`src/rtl/alu_seq8.sv`:
```
// -----------------------------------------------------------------------------
// alu_seq8 -- nibble-serial 8-bit ALU sequencer for the 6502 datapath.
//
// Accepts one 8-bit request and runs it through a single shared 4-bit alu4
// slice over successive cycles: low nibble, optional decimal adjust, high
// nibble, optional decimal adjust. The inter-nibble carry is formed from the
// slice's G/P outputs. The 8-bit result and 6502-style C/V/N/Z flags are
// returned under a start/busy/done handshake.
//
// Ports
//   clk            : clock, all state changes on the rising edge
//   rst            : synchronous active-high reset
//   start          : request strobe, accepted only in IDLE
//   op[2:0]        : 0 ADD, 1 SUB, 2 AND, 3 OR, 4 XOR, 5..7 PASSA
//   dec            : decimal mode, honoured for ADD only
//   a, b [7:0]     : operands
//   ci             : carry in (for SUB, 1 = no borrow)
//   busy           : high in every state except IDLE
//   done           : one-cycle pulse in DONE
//   result[7:0]    : result, held until the next completed operation
//   c_out/v_out/n_out/z_out : flags, held with result
//   alu_a/alu_b[3:0], alu_s[3:0], alu_m, alu_ci : slice drive
//   alu_f[3:0], alu_g, alu_p                    : slice response
// -----------------------------------------------------------------------------
module alu_seq8 #(
  parameter logic [3:0] S_ADD   = 4'b1001,
  parameter logic [3:0] S_SUB   = 4'b0110,
  parameter logic [3:0] S_AND   = 4'b1011,
  parameter logic [3:0] S_OR    = 4'b1110,
  parameter logic [3:0] S_XOR   = 4'b0110,
  parameter logic [3:0] S_PASSA = 4'b1111
) (
  input  logic       clk,
  input  logic       rst,
  input  logic       start,
  input  logic [2:0] op,
  input  logic       dec,
  input  logic [7:0] a,
  input  logic [7:0] b,
  input  logic       ci,
  output logic       busy,
  output logic       done,
  output logic [7:0] result,
  output logic       c_out,
  output logic       v_out,
  output logic       n_out,
  output logic       z_out,
  output logic [3:0] alu_a,
  output logic [3:0] alu_b,
  output logic [3:0] alu_s,
  output logic       alu_m,
  output logic       alu_ci,
  input  logic [3:0] alu_f,
  input  logic       alu_g,
  input  logic       alu_p
);

  localparam logic [2:0] OP_ADD = 3'd0;
  localparam logic [2:0] OP_SUB = 3'd1;
  localparam logic [2:0] OP_AND = 3'd2;
  localparam logic [2:0] OP_OR  = 3'd3;
  localparam logic [2:0] OP_XOR = 3'd4;

  typedef enum logic [2:0] {
    ST_IDLE,
    ST_LO,
    ST_LOADJ,
    ST_HI,
    ST_HIADJ,
    ST_DONE
  } state_t;

  // ---------------------------------------------------------------------------
  // State
  // ---------------------------------------------------------------------------
  state_t     state_q, state_d;
  logic [7:0] a_q, a_d;
  logic [7:0] b_q, b_d;
  logic       ci_q, ci_d;
  logic [2:0] op_q, op_d;
  logic       dec_q, dec_d;
  logic [7:0] r_q, r_d;          // working result, nibble by nibble
  logic       c_lo_q, c_lo_d;    // carry from low nibble into high nibble
  logic       c_hi_q, c_hi_d;    // carry out of high nibble
  logic       v_q, v_d;          // overflow captured from the binary high pass
  logic       busy_q, busy_d;
  logic       done_q, done_d;
  logic [7:0] result_q, result_d;
  logic       c_out_q, c_out_d;
  logic       v_out_q, v_out_d;
  logic       n_out_q, n_out_d;
  logic       z_out_q, z_out_d;

  // ---------------------------------------------------------------------------
  // Operation decode from the registered request
  // ---------------------------------------------------------------------------
  logic       is_arith;
  logic       is_dec_add;
  logic [3:0] op_sel;

  always_comb begin
    is_arith   = (op_q == OP_ADD) || (op_q == OP_SUB);
    is_dec_add = dec_q && (op_q == OP_ADD);
    case (op_q)
      OP_ADD:  op_sel = S_ADD;
      OP_SUB:  op_sel = S_SUB;
      OP_AND:  op_sel = S_AND;
      OP_OR:   op_sel = S_OR;
      OP_XOR:  op_sel = S_XOR;
      default: op_sel = S_PASSA;   // 5, 6 and 7 all pass A
    endcase
  end

  // ---------------------------------------------------------------------------
  // Slice drive: purely a function of the current state and captured request,
  // so the slice response settles within the cycle and is sampled at its end.
  // ---------------------------------------------------------------------------
  always_comb begin
    // NOTE: every output of a combinational block gets a default before the
    // case; a path that leaves one unassigned would infer a latch.
    alu_a  = 4'h0;
    alu_b  = 4'h0;
    alu_s  = 4'h0;
    alu_m  = 1'b0;
    alu_ci = 1'b0;
    case (state_q)
      ST_LO: begin
        alu_a  = a_q[3:0];
        alu_b  = b_q[3:0];
        alu_s  = op_sel;
        alu_m  = is_arith;
        alu_ci = ci_q;
      end
      ST_LOADJ: begin
        alu_a  = r_q[3:0];
        alu_b  = 4'h6;
        alu_s  = S_ADD;
        alu_m  = 1'b1;
        alu_ci = 1'b0;
      end
      ST_HI: begin
        alu_a  = a_q[7:4];
        alu_b  = b_q[7:4];
        alu_s  = op_sel;
        alu_m  = is_arith;
        alu_ci = c_lo_q;
      end
      ST_HIADJ: begin
        alu_a  = r_q[7:4];
        alu_b  = 4'h6;
        alu_s  = S_ADD;
        alu_m  = 1'b1;
        alu_ci = 1'b0;
      end
      default: ;   // IDLE and DONE leave the slice quiet
    endcase
  end

  // Carry out of the current arithmetic pass, and the decimal-adjust trigger.
  logic slice_c;
  logic nib_gt9;
  logic b7_eff;
  logic v_bin;

  always_comb begin
    slice_c = alu_g | (alu_p & alu_ci);
    nib_gt9 = (alu_f > 4'd9);
    // For SUB the slice adds ~b, so overflow compares against the inverted sign.
    b7_eff  = (op_q == OP_SUB) ? ~b_q[7] : b_q[7];
    v_bin   = is_arith && (a_q[7] == b7_eff) && (alu_f[3] != a_q[7]);
  end

  // ---------------------------------------------------------------------------
  // Next-state logic
  // ---------------------------------------------------------------------------
  logic       fin;       // this cycle completes the high nibble
  logic [3:0] fin_hi;
  logic       fin_c;
  logic       fin_v;
  logic [7:0] fin_r;

  always_comb begin
    state_d  = state_q;
    a_d      = a_q;
    b_d      = b_q;
    ci_d     = ci_q;
    op_d     = op_q;
    dec_d    = dec_q;
    r_d      = r_q;
    c_lo_d   = c_lo_q;
    c_hi_d   = c_hi_q;
    v_d      = v_q;
    busy_d   = busy_q;
    done_d   = 1'b0;
    result_d = result_q;
    c_out_d  = c_out_q;
    v_out_d  = v_out_q;
    n_out_d  = n_out_q;
    z_out_d  = z_out_q;
    fin      = 1'b0;
    fin_hi   = 4'h0;
    fin_c    = 1'b0;
    fin_v    = 1'b0;

    case (state_q)
      ST_IDLE: begin
        if (start) begin
          a_d     = a;
          b_d     = b;
          ci_d    = ci;
          op_d    = op;
          dec_d   = dec;
          busy_d  = 1'b1;
          state_d = ST_LO;
        end
      end
      ST_LO: begin
        r_d[3:0] = alu_f;
        c_lo_d   = slice_c;
        state_d  = (is_dec_add && (slice_c || nib_gt9)) ? ST_LOADJ : ST_HI;
      end
      ST_LOADJ: begin
        r_d[3:0] = alu_f;
        c_lo_d   = 1'b1;   // a decimal adjust always carries into the tens digit
        state_d  = ST_HI;
      end
      ST_HI: begin
        r_d[7:4] = alu_f;
        c_hi_d   = slice_c;
        v_d      = v_bin;
        if (is_dec_add && (slice_c || nib_gt9)) begin
          state_d = ST_HIADJ;
        end else begin
          state_d = ST_DONE;
          fin     = 1'b1;
          fin_hi  = alu_f;
          fin_c   = slice_c;
          fin_v   = v_bin;
        end
      end
      ST_HIADJ: begin
        r_d[7:4] = alu_f;
        c_hi_d   = 1'b1;
        state_d  = ST_DONE;
        fin      = 1'b1;
        fin_hi   = alu_f;
        fin_c    = 1'b1;
        fin_v    = v_q;    // V reflects the binary high pass, not the adjust
      end
      ST_DONE: begin
        busy_d  = 1'b0;
        state_d = ST_IDLE;
      end
      default: begin
        busy_d  = 1'b0;
        state_d = ST_IDLE;
      end
    endcase

    // Output registers load on the edge into DONE so that result and flags
    // are valid in the same cycle that done is high.
    fin_r = {fin_hi, r_q[3:0]};
    if (fin) begin
      done_d   = 1'b1;
      result_d = fin_r;
      c_out_d  = is_arith ? fin_c : ci_q;
      v_out_d  = fin_v;
      n_out_d  = fin_r[7];
      z_out_d  = (fin_r == 8'h00);
    end
  end

  // ---------------------------------------------------------------------------
  // State registers
  // ---------------------------------------------------------------------------
  always_ff @(posedge clk) begin
    // NOTE: sequential state uses non-blocking assignments so every register
    // samples the values from before this edge, independent of statement order.
    if (rst) begin
      state_q  <= ST_IDLE;
      a_q      <= 8'h00;
      b_q      <= 8'h00;
      ci_q     <= 1'b0;
      op_q     <= 3'd0;
      dec_q    <= 1'b0;
      r_q      <= 8'h00;
      c_lo_q   <= 1'b0;
      c_hi_q   <= 1'b0;
      v_q      <= 1'b0;
      busy_q   <= 1'b0;
      done_q   <= 1'b0;
      result_q <= 8'h00;
      c_out_q  <= 1'b0;
      v_out_q  <= 1'b0;
      n_out_q  <= 1'b0;
      z_out_q  <= 1'b0;
    end else begin
      state_q  <= state_d;
      a_q      <= a_d;
      b_q      <= b_d;
      ci_q     <= ci_d;
      op_q     <= op_d;
      dec_q    <= dec_d;
      r_q      <= r_d;
      c_lo_q   <= c_lo_d;
      c_hi_q   <= c_hi_d;
      v_q      <= v_d;
      busy_q   <= busy_d;
      done_q   <= done_d;
      result_q <= result_d;
      c_out_q  <= c_out_d;
      v_out_q  <= v_out_d;
      n_out_q  <= n_out_d;
      z_out_q  <= z_out_d;
    end
  end

  assign busy   = busy_q;
  assign done   = done_q;
  assign result = result_q;
  assign c_out  = c_out_q;
  assign v_out  = v_out_q;
  assign n_out  = n_out_q;
  assign z_out  = z_out_q;

endmodule

```
`config.mk`:
```
export PLATFORM = sky130hd
export DESIGN_NAME = alu_seq8
export DESIGN_NICKNAME = d
export VERILOG_FILES = /design/src/rtl/alu_seq8.sv
export SDC_FILE = /design/constraint.sdc
export NUM_CORES = 1
export LEC_CHECK = 0
export CAP_MARGIN = 10
export CORE_ASPECT_RATIO = 2
export CORE_MARGIN = 5
export CORE_UTILIZATION = 39
export DETAILED_ROUTE_END_ITERATION = 10
export GPL_ROUTABILITY_DRIVEN = 1
export GPL_TIMING_DRIVEN = 0
export HOLD_SLACK_MARGIN = 0.1
export MAX_ROUTING_LAYER = met4
export PLACE_DENSITY = 0.66
export RECOVER_POWER = 25
export SYNTH_ARGS = -nofsm -noshare
export SYNTH_HDL_FRONTEND = slang
export SYNTH_SLANG_ARGS = --single-unit
```
`constraint.sdc`:
```
create_clock -name clk -period 2.3 [get_ports clk]
set_input_delay 0.46 -clock clk [delete_from_list [all_inputs] [get_ports clk]]
set_output_delay 0.46 -clock clk [all_outputs]
set_load 0.01 [all_outputs]
```
==> results.md <==
- CTS H-Tree Depth: 2
- Vias per cell: 5.328
- Maximum fanout along the worst path: 10
- Number of synthesized flops with an enable pin: 0
- Clock period minus final worst setup slack: between 2 and 2.5 ns
- Number of buffers created by CTS: 5
- CTS sink count: 47
- Overall fraction of global-route tracks in use: ~17%
- Total power per unit cell area: between 700 and 800 nW/um2
- Worst setup path endpoint: alu_a[0]
- Delay of the slowest cell on the worst path: approximately 0.38 ns
- Endpoint of the worst register-to-register path: v_out
- Async set or reset register ratio after synthesis: 0%
- Kind of start point of the critical path: register
- Count of nets after finishing: 376
- TritonCTS clock tree: built
- Die area: between 7000 and 8000 um2
- Initial Utilization: 39.94%
- Worst endpoint required time: roughly 1.8 ns
- Final routed wire length divided by cell count: about 15 um
- Max-cap violations: 0
- Clock tree skew after final layout: slightly above 0.006 ns
- Overflow left after global routing: 0
- Iter 0 DRT Violations: 76
- Clock-pin transition on the worst setup and hold timing paths: 0.06 ns
- Largest cells by area after synthesis: dfxtp_1, nand2_1, a21oi_1
- Share of final-layout standard cells stronger than drive strength 1: between 10% and 20%
- Wire length of the first global-routing pass: 10170 um
- I/O Pins: 58
- Leakage power summed over all cells: about 1.2 nW
- Mean instance size in the synthesized netlist: around 8.0 um2
- Number of buffers on the longest clock path: 2
- Number of synthesis warnings: 0
- Primary flip-flop cell chosen by synthesis mapping: dfxtp_1
- Number of port buffers: 57
- Slew at the pin closest to its max-slew limit: 0.4975 ns
- Area of the core region: ~5700 um2
- Row count: 39
- Area of the mapped netlist: 2261 um2
- Initial antenna violation count: 0
- Number of standard cells in the layout, taps in and fillers out: around 410
- Fin Setup TNS: 0 ns
- Ordered cell list for the critical path: buf_8, mux2_2, a22oi_2, o21ai_0, dlygate4sd2_1
- Cell type with the highest aggregate area in the netlist: dfxtp_1
- Placed Instances: 400
- Cell count after synthesis: between 200 and 300
- Worst IR Drop VDD: between 0.5 and 0.6 mV
- Launch instance of the worst register-to-register path: op_q[2]
- Pin count of the biggest net entering global routing: 14
- DR DRC count: 0
- Skew-Pair Late Insertion Delay: 0.29 ns
- Status: complete, no violations
- Master cell of the clock root buffer: clkbuf_16
- Total nets after synthesis: around 310
- Distinct cell type count of the synthesized netlist: between 40 and 50
- Slew Limit Headroom: 66.83%
- Register area share after synthesis: a little over two fifths
- Most frequent cell after synthesis: nand2_1
- Area Overhead vs Synth: 38.46%
- Vertical die dimension: 117.7 um
- Metal-1 WL: about 2300 um
- Kind of capture point of the worst setup path: primary output
- Drt first pass iters: 4
- Die width: 63.84 um
- Portion of synthesized cell area occupied by the leading cell type: a little over two fifths
- Top routing layer in use: met4
- Worst Hold Class: reg2reg
- Number of diodes added for antenna fixing: 0
- Endpoint arrival time on the critical path: 1.80 ns
- Finish-stage setup viols: 0
- Worst slack at placement: -0.2722 ns
- Number of hold buffers added after CTS: 0
- R2R cell count: 6
- PnR worst setup slack: approximately 0.042 ns
- Path type of the worst setup path: reg2out
- Via count of the first global-routing pass: roughly 2200
- Placed wire-length estimate after detailed placement: 4766 um
- Period utilization: 98.17%
- Routed met3 length: approximately 250 um
- Total detailed-routing wirelength: between 6000 and 7000 um
- Count of antenna-violating nets left after detailed routing: 0
- Final-report max-slew violation count: 0
- Most numerous cell types in the synthesized netlist: nand2_1, dfxtp_1, a21oi_1
- Register-to-register path setup slack: 0.50 ns
- Vias after detailed routing: 2174
- Fin. Hold Viols: 0
- CP max stage cell: dfxtp_4
- Worst setup path start: state_q[1]
- Maximum frequency from static timing analysis: ~440 MHz
- Synthesized flop and latch total: between 40 and 50
- DR WL met2: 3493 um
- RD Place Congestion: 0.9019
-- cell usage in the layout (no fill, tap or decap), types with 2 or more instances in the layout --
cell             instances
a211oi_1                 2
a21oi_1                 30
a22oi_1                  5
buf_2                    6
buf_4                    4
buf_6                    2
clkbuf_1                11
clkbuf_16                5
clkbuf_8                 2
clkdlybuf4s50_1         46
dfxtp_1                 45
dlygate4sd2_1            8
dlygate4sd3_1            2
inv_1                    4
mux2_2                   6
mux2i_1                  8
nand2_1                 65
nand2b_1                 3
nor2_1                  19
nor2b_4                  2
nor3_1                   4
nor4b_1                  2
o21a_1                   2
o21ai_0                 21
o22ai_1                  2
o311ai_0                 8
or3_1                    2
xnor2_1                  4
-- critical path, delay by kind of cell (launching register included) --
family                 cells  cell delay, ns
AO/OA/AOI/OAI              2            0.32
multiplexers               1            0.35
flip-flops                 1            0.38
buffers and inverters      2            0.45
-- flip-flops by register name, indices dropped and copies added, names as in the netlist, 3 cells and up --
signal   count
a_q          8
b_q          8
op_q         3
r_q          8
result       8
state_q      3
-- stage by stage --
step | area (um2) | util [%] | hold slack [ns] | power [mW]
6_report | 3131 | 55.31 | 0.4517 | 2.395
2_1_floorplan | 2261 | - | 0.4319 | 1.342
4_1_cts | 3109 | 54.93 | 0.4530 | 2.402
5_1_grt | 3131 | 55.31 | 0.4754 | 2.511
3_5_place_dp | 2908 | 51.37 | 0.4442 | 1.622
3_3_place_gp | 2908 | 51.37 | 0.4422 | 1.614
-- area by class of cell --
cell class | count | area [um2]
Multi-Input combinational cell | 206 | 1226
Sequential cell | 47 | 945.9
Fill cell | 582 | 2530
Buffer | 24 | 140.1
Tap cell | 61 | 76.32
Clock buffer | 8 | 156.4
Timing Repair Buffer | 58 | 570.5
Inverter | 4 | 15.01
-- how the worst min path moves through the flow --
stage	end	slack [ns]	depth (start not counted)	start
finish	result[5]	0.45	2	result[5]
global placement	a_q[5]	0.44	2	a_q[5]
floorplan	v_q	0.43	2	v_q
global route	v_q	0.48	2	v_q
detailed placement	v_q	0.44	2	v_q
CTS	v_q	0.45	2	v_q
-- kinds of logic (layout without fill, tap and decap cells) --
group | Yosys count | after routing | share of synthesized area, %
compound gates | 79 | 79 | 22.19
xor+xnor | 4 | 4 | 1.549
buf+inv | 29 | 94 | 5.644
flops | 47 | 47 | 41.62
mux | 15 | 15 | 7.194
simple gates | 108 | 108 | 21.80
-- what timing repair did --
item,CTS,global route
gates resized for setup,25,8
buffers inserted,1,0
setup endpoints to repair,11,3
-- report_power, final --
group          internal [mW]  switching (mW)  leakage (nW)  total (mW)
Clock                  0.463           0.303        0.0772       0.767
Combinational          0.315           0.354         0.716       0.669
Sequential             0.896          0.0621         0.384       0.959
-- layer usage --
metal / vias up / global-route usage (%)
li1: 1109 / -
met1: 984 / 16.17
met2: 62 / 31.93
met3: 19 / 2.579
met4: 0 / 9.623
met5: - / -
Power figures use the tool's default switching activity.
